## src/rtl/mem_pkg.sv

```systemverilog
// Shared types and helpers for the SRAM front end: arbitration mode,
// SRAM read latency and byte-enable to bit-mask expansion.
package mem_pkg;

   typedef enum logic {
      PRIO_RR    = 1'b0,
      PRIO_FIXED = 1'b1
   } prio_mode_e;

   localparam int SRAM_RD_LAT = 1;

   // Widest data path the expansion helper supports; callers size-cast down.
   localparam int MAX_DATA_W = 256;
   localparam int MAX_BE_W   = MAX_DATA_W / 8;

   // Active-high byte enables in, active-low SRAM bit write enables out.
   function automatic logic [MAX_DATA_W-1:0] expand_be(input logic [MAX_BE_W-1:0] be);
      logic [MAX_DATA_W-1:0] mask;
      for (int b = 0; b < MAX_BE_W; b++) begin
         mask[b*8 +: 8] = {8{~be[b]}};
      end
      return mask;
   endfunction

endpackage

```

## src/rtl/rr_arbiter.sv

```systemverilog
// N-way combinational arbiter, round-robin from rr_ptr or fixed priority
// (index 0 highest). Grant is one-hot-or-zero and forced to zero in reset.
module rr_arbiter
   import mem_pkg::*;
#(
   parameter int         N    = 2,
   parameter prio_mode_e MODE = PRIO_RR
) (
   input  logic         clk,
   input  logic         rst,
   input  logic [N-1:0] req,
   output logic [N-1:0] gnt
);

   localparam int PTR_W = (N > 1) ? $clog2(N) : 1;

   logic [PTR_W-1:0] rr_ptr;
   logic [PTR_W-1:0] ptr_nxt;
   logic [PTR_W-1:0] ptr_eff;
   logic [2*N-1:0]   req_dbl;
   logic [2*N-1:0]   rot_dbl;
   logic [2*N-1:0]   oh_dbl;
   logic [N-1:0]     rot;
   logic [N-1:0]     oh;

   // Rotate requests so the search start sits at bit 0, isolate the lowest
   // set bit, then rotate the winner back to its real position.
   always_comb begin
      ptr_eff = (MODE == PRIO_FIXED) ? '0 : rr_ptr;
      req_dbl = {req, req};
      rot_dbl = req_dbl >> ptr_eff;
      rot     = rot_dbl[N-1:0];
      oh      = rot & (~rot + N'(1));
      oh_dbl  = {{N{1'b0}}, oh} << ptr_eff;
      gnt     = (oh_dbl[N-1:0] | oh_dbl[2*N-1:N]) & {N{rst}};
   end

   always_comb begin
      ptr_nxt = rr_ptr;
      for (int i = 0; i < N; i++) begin
         if (gnt[i]) ptr_nxt = PTR_W'((i + 1) % N);
      end
   end

   // NOTE: sequential state uses non-blocking assignments so every flop
   // samples pre-edge values regardless of process evaluation order.
   always_ff @(posedge clk or negedge rst) begin
      if (!rst) rr_ptr <= '0;
      else      rr_ptr <= ptr_nxt;
   end

endmodule

```

## src/rtl/sram_arbiter.sv

```systemverilog
// N-channel single-beat front end sharing one SRAM port: arbitration,
// request mux onto the active-low SRAM controls, and read-data return tag.
module sram_arbiter
   import mem_pkg::*;
#(
   parameter int NUM_CH    = 2,
   parameter int ADDR_W    = 14,
   parameter int DATA_W    = 32,
   parameter int PRIO_MODE = 0
) (
   input  logic                       clk,
   input  logic                       rst,
   input  logic [NUM_CH-1:0]          req,
   input  logic [NUM_CH-1:0]          we,
   input  logic [NUM_CH*DATA_W/8-1:0] be,
   input  logic [NUM_CH*ADDR_W-1:0]   addr,
   input  logic [NUM_CH*DATA_W-1:0]   wdata,
   output logic [NUM_CH-1:0]          gnt,
   output logic [NUM_CH-1:0]          rvalid,
   output logic [DATA_W-1:0]          rdata,
   output logic                       CEB,
   output logic                       WEB,
   output logic [DATA_W-1:0]          BWEB,
   output logic [ADDR_W-1:0]          A,
   output logic [DATA_W-1:0]          DI,
   input  logic [DATA_W-1:0]          DO
);

   localparam int BE_W = DATA_W / 8;
   localparam prio_mode_e MODE = (PRIO_MODE == 1) ? PRIO_FIXED : PRIO_RR;

   logic              sel_we;
   logic [BE_W-1:0]   sel_be;
   logic [ADDR_W-1:0] sel_addr;
   logic [DATA_W-1:0] sel_wdata;
   logic [DATA_W-1:0] bweb_wr;
   logic [NUM_CH-1:0] rd_tag;

   rr_arbiter #(
      .N    (NUM_CH),
      .MODE (MODE)
   ) u_arb (
      .clk (clk),
      .rst (rst),
      .req (req),
      .gnt (gnt)
   );

   // NOTE: every output of this block gets a default before the loop, so
   // no path leaves a value unassigned and no latch is inferred; the zero
   // defaults double as the idle-bus values for A and DI.
   always_comb begin
      sel_we    = 1'b0;
      sel_be    = '0;
      sel_addr  = '0;
      sel_wdata = '0;
      for (int i = 0; i < NUM_CH; i++) begin
         if (gnt[i]) begin
            sel_we    = we[i];
            sel_be    = be[i*BE_W +: BE_W];
            sel_addr  = addr[i*ADDR_W +: ADDR_W];
            sel_wdata = wdata[i*DATA_W +: DATA_W];
         end
      end
   end

   assign bweb_wr = DATA_W'(expand_be(MAX_BE_W'(sel_be)));

   assign CEB  = ~|gnt;
   assign WEB  = ~sel_we;
   assign BWEB = sel_we ? bweb_wr : '1;
   assign A    = sel_addr;
   assign DI   = sel_wdata;

   // The SRAM returns data one edge after a read, so the tag lags by one.
   always_ff @(posedge clk or negedge rst) begin
      if (!rst) rd_tag <= '0;
      else      rd_tag <= gnt & ~we;
   end

   assign rvalid = rd_tag;
   assign rdata  = DO;

endmodule

```

## config.mk

```make
export PLATFORM = sky130hd
export DESIGN_NAME = sram_arbiter
export DESIGN_NICKNAME = d
export VERILOG_FILES = /design/src/rtl/mem_pkg.sv /design/src/rtl/rr_arbiter.sv /design/src/rtl/sram_arbiter.sv
export SDC_FILE = /design/constraint.sdc
export NUM_CORES = 1
export LEC_CHECK = 0
export CORE_AREA = 2 2 99 101
export DETAILED_ROUTE_END_ITERATION = 8
export DIE_AREA = 0 0 101 103
export GPL_ROUTABILITY_DRIVEN = 0
export GPL_TIMING_DRIVEN = 0
export PLACE_DENSITY = 0.68
export SYNTH_ARGS = -nofsm -noshare
export SYNTH_HDL_FRONTEND = slang
export SYNTH_HIERARCHICAL = 1
export SYNTH_SLANG_ARGS = --single-unit
```

## constraint.sdc

```tcl
create_clock -name clk -period 1.6 [get_ports clk]
set_clock_uncertainty 0.15 [all_clocks]
set_input_delay 0.16 -clock clk [delete_from_list [all_inputs] [get_ports clk]]
set_output_delay 0.16 -clock clk [all_outputs]
set_load 0.02 [all_outputs]
```

# After elaboration in Yosys (flattened, before gate mapping)
# Index checks and enable logic that the tools add are counted.
[word_totals] reg_bits=3 latch_bits=0 ram_bits=0 romBits=0 input_bits=138 out_inout_bits=116 elab_cells=30 n_memories=0
[classes] n_addsub=1 mul=0 div=0 magnitude_cmp=0 eq_ne=0 n_shift=2 mux=11 bitwise_logic=11 reduce_logical=3
[ops] operator="$mux 32" n=3
[ops] operator="$mux 14" n=2
[ops] operator="$mux 4" n=2
[ops] operator="$and 2x2->2" n=3
[ops] operator="$not 1->1" n=5
[ops] operator="$mux 1" n=4
[ops] operator="$not 2->2" n=2
[ops] operator="$shl 2x1->4" n=1
[ops] operator="$shr 4x1->2" n=1
[ops] operator="$add 2x1->2 const B" n=1
[ops] operator="$or 2x2->2" n=1
[ops] operator="$reduce_bool 2->1" n=1
[ops] operator="$reduce_or 2->1" n=1
[ops] operator="$logic_not 1->1" n=1

# Depth between registers and ports, before layout
[logic_depth] word_depth=11 mapped_depth=7 mapped_depth_nobuf=4

# Modules after synthesis
# Netlist, hierarchy kept.
[modules_own_cells] mod="sram_arbiter" instances=1 cells_per_inst=137 area_per_inst_um2=1102.3 seq_area_each_um2=50.0
[modules_own_cells] mod="rr_arbiter" instances=1 cells_per_inst=8 area_per_inst_um2=61.3 seq_area_each_um2=25.0

# Least setup slack after synthesis
# OpenSTA, ideal clock, no wires.
[synth_timing] kind="reg-to-output" from="register u_arb.rr_ptr (netlist: u_arb/ptr_eff)" to="output BWEB[10]" arrival_time_ns=2.203 required_ns=1.290 setup_slack_ns=-0.913 stages_incl_launch_ff=7 n_path_buf=3 cell_sequence="dfrtp_1 inv_1 a21oi_1 buf_2 buf_2 a2bb2oi_1 buf_4"
[synth_between] elab_cells_between_ends=13 classes_between="1 x add/sub; 2 x shift; 5 x mux; 5 x bitwise"
[synth_rtl] element="start: declaration" line_no="rr_arbiter.sv:17" rtl="logic [PTR_W-1:0] rr_ptr;"
[synth_rtl] element="start signal: assignment" line_no="rr_arbiter.sv:49" rtl="else rr_ptr <= ptr_nxt;"
[synth_rtl] element="$shr 4x1->2" line_no="rr_arbiter.sv:31" rtl="rot_dbl = req_dbl >> ptr_eff;"
[synth_rtl] element="$not 2->2" line_no="rr_arbiter.sv:33" rtl="oh = rot & (~rot + N'(1));"
[synth_rtl] element="$add 2x1->2" line_no="rr_arbiter.sv:33"
[synth_rtl] element="$and 2x2->2" line_no="rr_arbiter.sv:33"
[synth_rtl] element="$shl 2x1->4 *" line_no="rr_arbiter.sv:34" rtl="oh_dbl = {{N{1'b0}}, oh} << ptr_eff;"
[synth_rtl] element="$or 2x2->2 *" line_no="rr_arbiter.sv:35" rtl="gnt = (oh_dbl[N-1:0] | oh_dbl[2*N-1:N]) & {N{rst}};"
[synth_rtl] element="$and 2x2->2 *" line_no="rr_arbiter.sv:35"
[synth_rtl] element="via gnt[1]" line_no="sram_arbiter.sv:18" rtl="output logic [NUM_CH-1:0] gnt,"
[synth_rtl] element="$mux 4" line_no="sram_arbiter.sv:58" rtl="if (gnt[i]) begin"
[synth_rtl] element="$not 1->1" line_no="mem_pkg.sv:20" rtl="mask[b*8 +: 8] = {8{~be[b]}};"
[synth_rtl] element="$mux 32 *" line_no="sram_arbiter.sv:71" rtl="assign BWEB = sel_we ? bweb_wr : '1;"
[synth_rtl] element="end: declaration" line_no="sram_arbiter.sv:23" rtl="output logic [DATA_W-1:0] BWEB,"
# Mark *: on every way through the listed nets, which the timed path passes. The rest lies on a longest branch.

# Worst setup path in the final report
[layout_timing] from="register u_arb.rr_ptr (netlist: u_arb/ptr_eff)" to="output BWEB[30]"
[layout_between] elab_chain_len=11 elab_cells_between_ends=13 classes_between="1 x add/sub; 2 x shift; 5 x mux; 5 x bitwise"
[layout_lines] element="$shr 4x1->2" line_no="rr_arbiter.sv:31"
[layout_lines] element="$not 2->2" line_no="rr_arbiter.sv:33"
[layout_lines] element="$add 2x1->2" line_no="rr_arbiter.sv:33"
[layout_lines] element="$and 2x2->2" line_no="rr_arbiter.sv:33"
[layout_lines] element="$shl 2x1->4 *" line_no="rr_arbiter.sv:34"
[layout_lines] element="$or 2x2->2 *" line_no="rr_arbiter.sv:35"
[layout_lines] element="$and 2x2->2 *" line_no="rr_arbiter.sv:35"
[layout_lines] element="$mux 4 (2 in a row)" line_no="sram_arbiter.sv:58"
[layout_lines] element="$not 1->1" line_no="mem_pkg.sv:20"
[layout_lines] element="$mux 32 *" line_no="sram_arbiter.sv:71"
# Mark *: on every way between the ends. The rest lies on a longest branch, timed or not.

==> metrics.txt <==
status=finished with violations; failing checks=negative setup slack; Power Internal=1150 µW; chip width=101 µm; Yosys warnings=6; Yosys top cell area share=38.7%; CP Max Fanout=6; TritonCTS sink count=3; Final Max Slew Viols=0; I/O Pins=254; Post-synth ARST share=100%; Nets=545; Pwr Total=1800 µW; Avg Vias per Cell=4.01; Routed WL=8070 µm; VDD IR max=0.000466 V; Clock Tree Buf Depth=2; Clock Latency Late Sink=0.22 ns; clock share of power=12.8%; Worst Setup EP=BWEB[30]; Yosys reg bits=3; min cycle time layout=2.06 ns; Fin. Hold Viols=0; Pwr per Cell Area=412 nW/µm²; Max-cap violations=0; DRC=0; reg2reg path depth=4; hold crit path type=primary input to flop; metal2 WL=4500 µm; starting density of the core=12.3%; drt first pass iters=3; WL/cell=15.5 µm; n_diodes=0; top post-synthesis cells by area=buf_4, a22o_1, dfrtp_1, buf_6, a2bb2oi_1; row cnt=36; critical path class=flop to output pin; mux share of post-synthesis cell area=0%; initial antenna violation count=0; Syn Std Cell Area=1160 µm²; first-pass GRT wire length=10,600 µm; total track usage=13.0%; Comb power frac=82.3%; metal3 WL=840 µm; largest net degree at the start of global routing=11; TritonCTS clock tree=built; R2R setup slack=0.41 ns; Worst R2R Start=u_arb/ptr_eff$_DFFE_PN0P_; initial drt markers=35; unrepaired setup endpoints after global routing=true; number of global-route vias before repair=2,064; total grt overflow=0; main combinational cell family by area after synthesis=buffers and inverters; CTS H-tree depth=1; fillers=882; clk root buf=clkbuf_8; slew at the pin closest to its max-slew limit=0.350 ns; Area growth, synth to finish=275%; antenna-violating nets left=0; count leader, synth=buf_4; syn_nets=283; IO buf count=221; Post-Synth Simple-Gate Area=6.45%; Synth Area in XOR/XNOR=0%; final setup vio count=80; Max-Slew Margin vs Limit=76.6%; Switching Share=36.0%; Core Region=9460 µm²; Leak Pwr=0.00197 µW; total CTS buffers=3; clock-pin slew on the worst setup and hold paths=0.03 ns; CP Data Arrival Time=1.75 ns; FF-to-FF End=rvalid[0]$_DFF_PN0_; CP Data Required Time=1.29 ns; Die ar.=10,400 µm²; post-synthesis cell count=145; final critical-path share of the clock period=129%; Post-synth top cells=buf_4, a22o_1, buf_6; PnR worst setup slack=-0.460 ns; pre-CTS WS=-1.21 ns; CP endpoint kind=output pin; Psw=646 µW; crit start category=flop; Compound-Gate Fraction of Synth Area=39.5%; area leader, netlist=buf_4; adder-cell share of the synthesized area=0%; Netlist cell types=19; post-DP HPWL=6050 µm; Non-Filler Instances=520; Mean Syn Cell Area=8.02 µm²; Die Y=103 µm; FMAX=0.485 GHz; DR top layer=met4; routed via count=2,083; Placed Instances=480; share of cells above drive strength 1=51.5%; register area share after synthesis=6.45%; DRT met1 WL=2700 µm; part of the power in registers=5.0%; Post-synth EDFFs=0; Primary FF master, synth=dfrtp_1; Critical Path Source=u_arb/ptr_eff$_DFFE_PN0P_
## worst max-delay path, stage by stage (launching register included)
cell	delay [ns]
dfrtp_1	0.38
inv_2	0.07
a21oi_4	0.14
buf_8	0.15
and2_4	0.23
a2bb2oi_4	0.10
buf_6	0.13
buf_6	0.11
buf_6	0.11
buf_6	0.12
## worst min-delay path by stage
stage | start | end | cells past startpoint
finish | rst | u_arb/ptr_eff$_DFFE_PN0P_ | 3
global route | rst | u_arb/ptr_eff$_DFFE_PN0P_ | 3
CTS | rst | u_arb/ptr_eff$_DFFE_PN0P_ | 3
detailed placement | rst | rvalid[0]$_DFF_PN0_ | 1
global placement | rst | rvalid[0]$_DFF_PN0_ | 1
floorplan | rst | rvalid[0]$_DFF_PN0_ | 0
## final cells by class
class | instances | area [µm²] | share of cell area (%)
repair buffers | 259 | 2730 | 62.6
plain buffers | 70 | 688 | 15.8
multi-input cells | 68 | 673 | 15.4
well taps | 114 | 143 | 3.27
flip-flops and latches | 3 | 75.1 | 1.72
clock buffers | 4 | 45.0 | 1.03
inverters | 2 | 7.51 | 0.172
## kinds of logic after synthesis
| group | Yosys count |
|---|---|
| flip-flops | 3 |
| buffers and inverters | 74 |
| AND/OR/NAND/NOR | 14 |
| AO/OA/AOI/OAI | 54 |
## cell usage in the layout (no fill, tap or decap)
cell / instances
a21oi_2: 2
a21oi_4: 1
a22o_1: 43
a22o_4: 2
a2bb2oi_4: 4
a31oi_4: 1
and2_4: 1
and3_1: 1
buf_12: 2
buf_16: 1
buf_2: 4
buf_4: 45
buf_6: 128
buf_8: 6
clkbuf_1: 1
clkbuf_16: 2
clkbuf_8: 3
clkdlybuf4s15_1: 1
clkdlybuf4s50_1: 136
dfrtp_1: 3
dlygate4sd2_1: 3
dlygate4sd3_1: 1
inv_1: 1
inv_2: 1
nand2_1: 3
nand2_2: 1
nand3_1: 2
nand3_2: 2
nor2_1: 1
nor2_2: 1
nor2b_1: 1
nor2b_4: 1
o21ai_2: 1
## power groups by stage
stage	combinational, µW	sequential [µW]	clock, µW
after floorplan	589	92.1	0
after global placement	1250	89.5	0
after detailed placement	1260	90.1	0
after CTS	1430	89.0	232
after global routing	1560	90.5	238
final	1480	89.0	229
## repair_timing
item                       in CTS  in global routing
hold endpoints to repair        3                  0
cloned                          3                  2
gates resized for setup       517                 33
setup endpoints to repair      82                 82
pin swaps                      13                  7
buffers inserted               35                  6
hold buffers                    1                  0
## per-stage QoR
step	setup TNS [ns]	hold WS, ns	util [%]	instance area, µm²
floorplan	-13.03	-0.286	-	1330
global placement	-86.58	0.239	39.0	3690
detailed placement	-89.37	0.248	39.0	3690
CTS	-29.58	0.286	44.4	4200
global route	-36.27	0.314	46.1	4360
finish	-29.35	0.286	46.1	4360
## state kept, by name, summed over array words and instances (netlist names)
name,count
rvalid,2
u_arb/ptr_eff,1
## per-layer routing
layer / vias up / track usage, %
li1: 993 / -
met1: 938 / 14.0
met2: 147 / 25.6
met3: 5 / 3.80
met4: 0 / 1.77
met5: - / 0
Power figures use the tool's default switching activity.
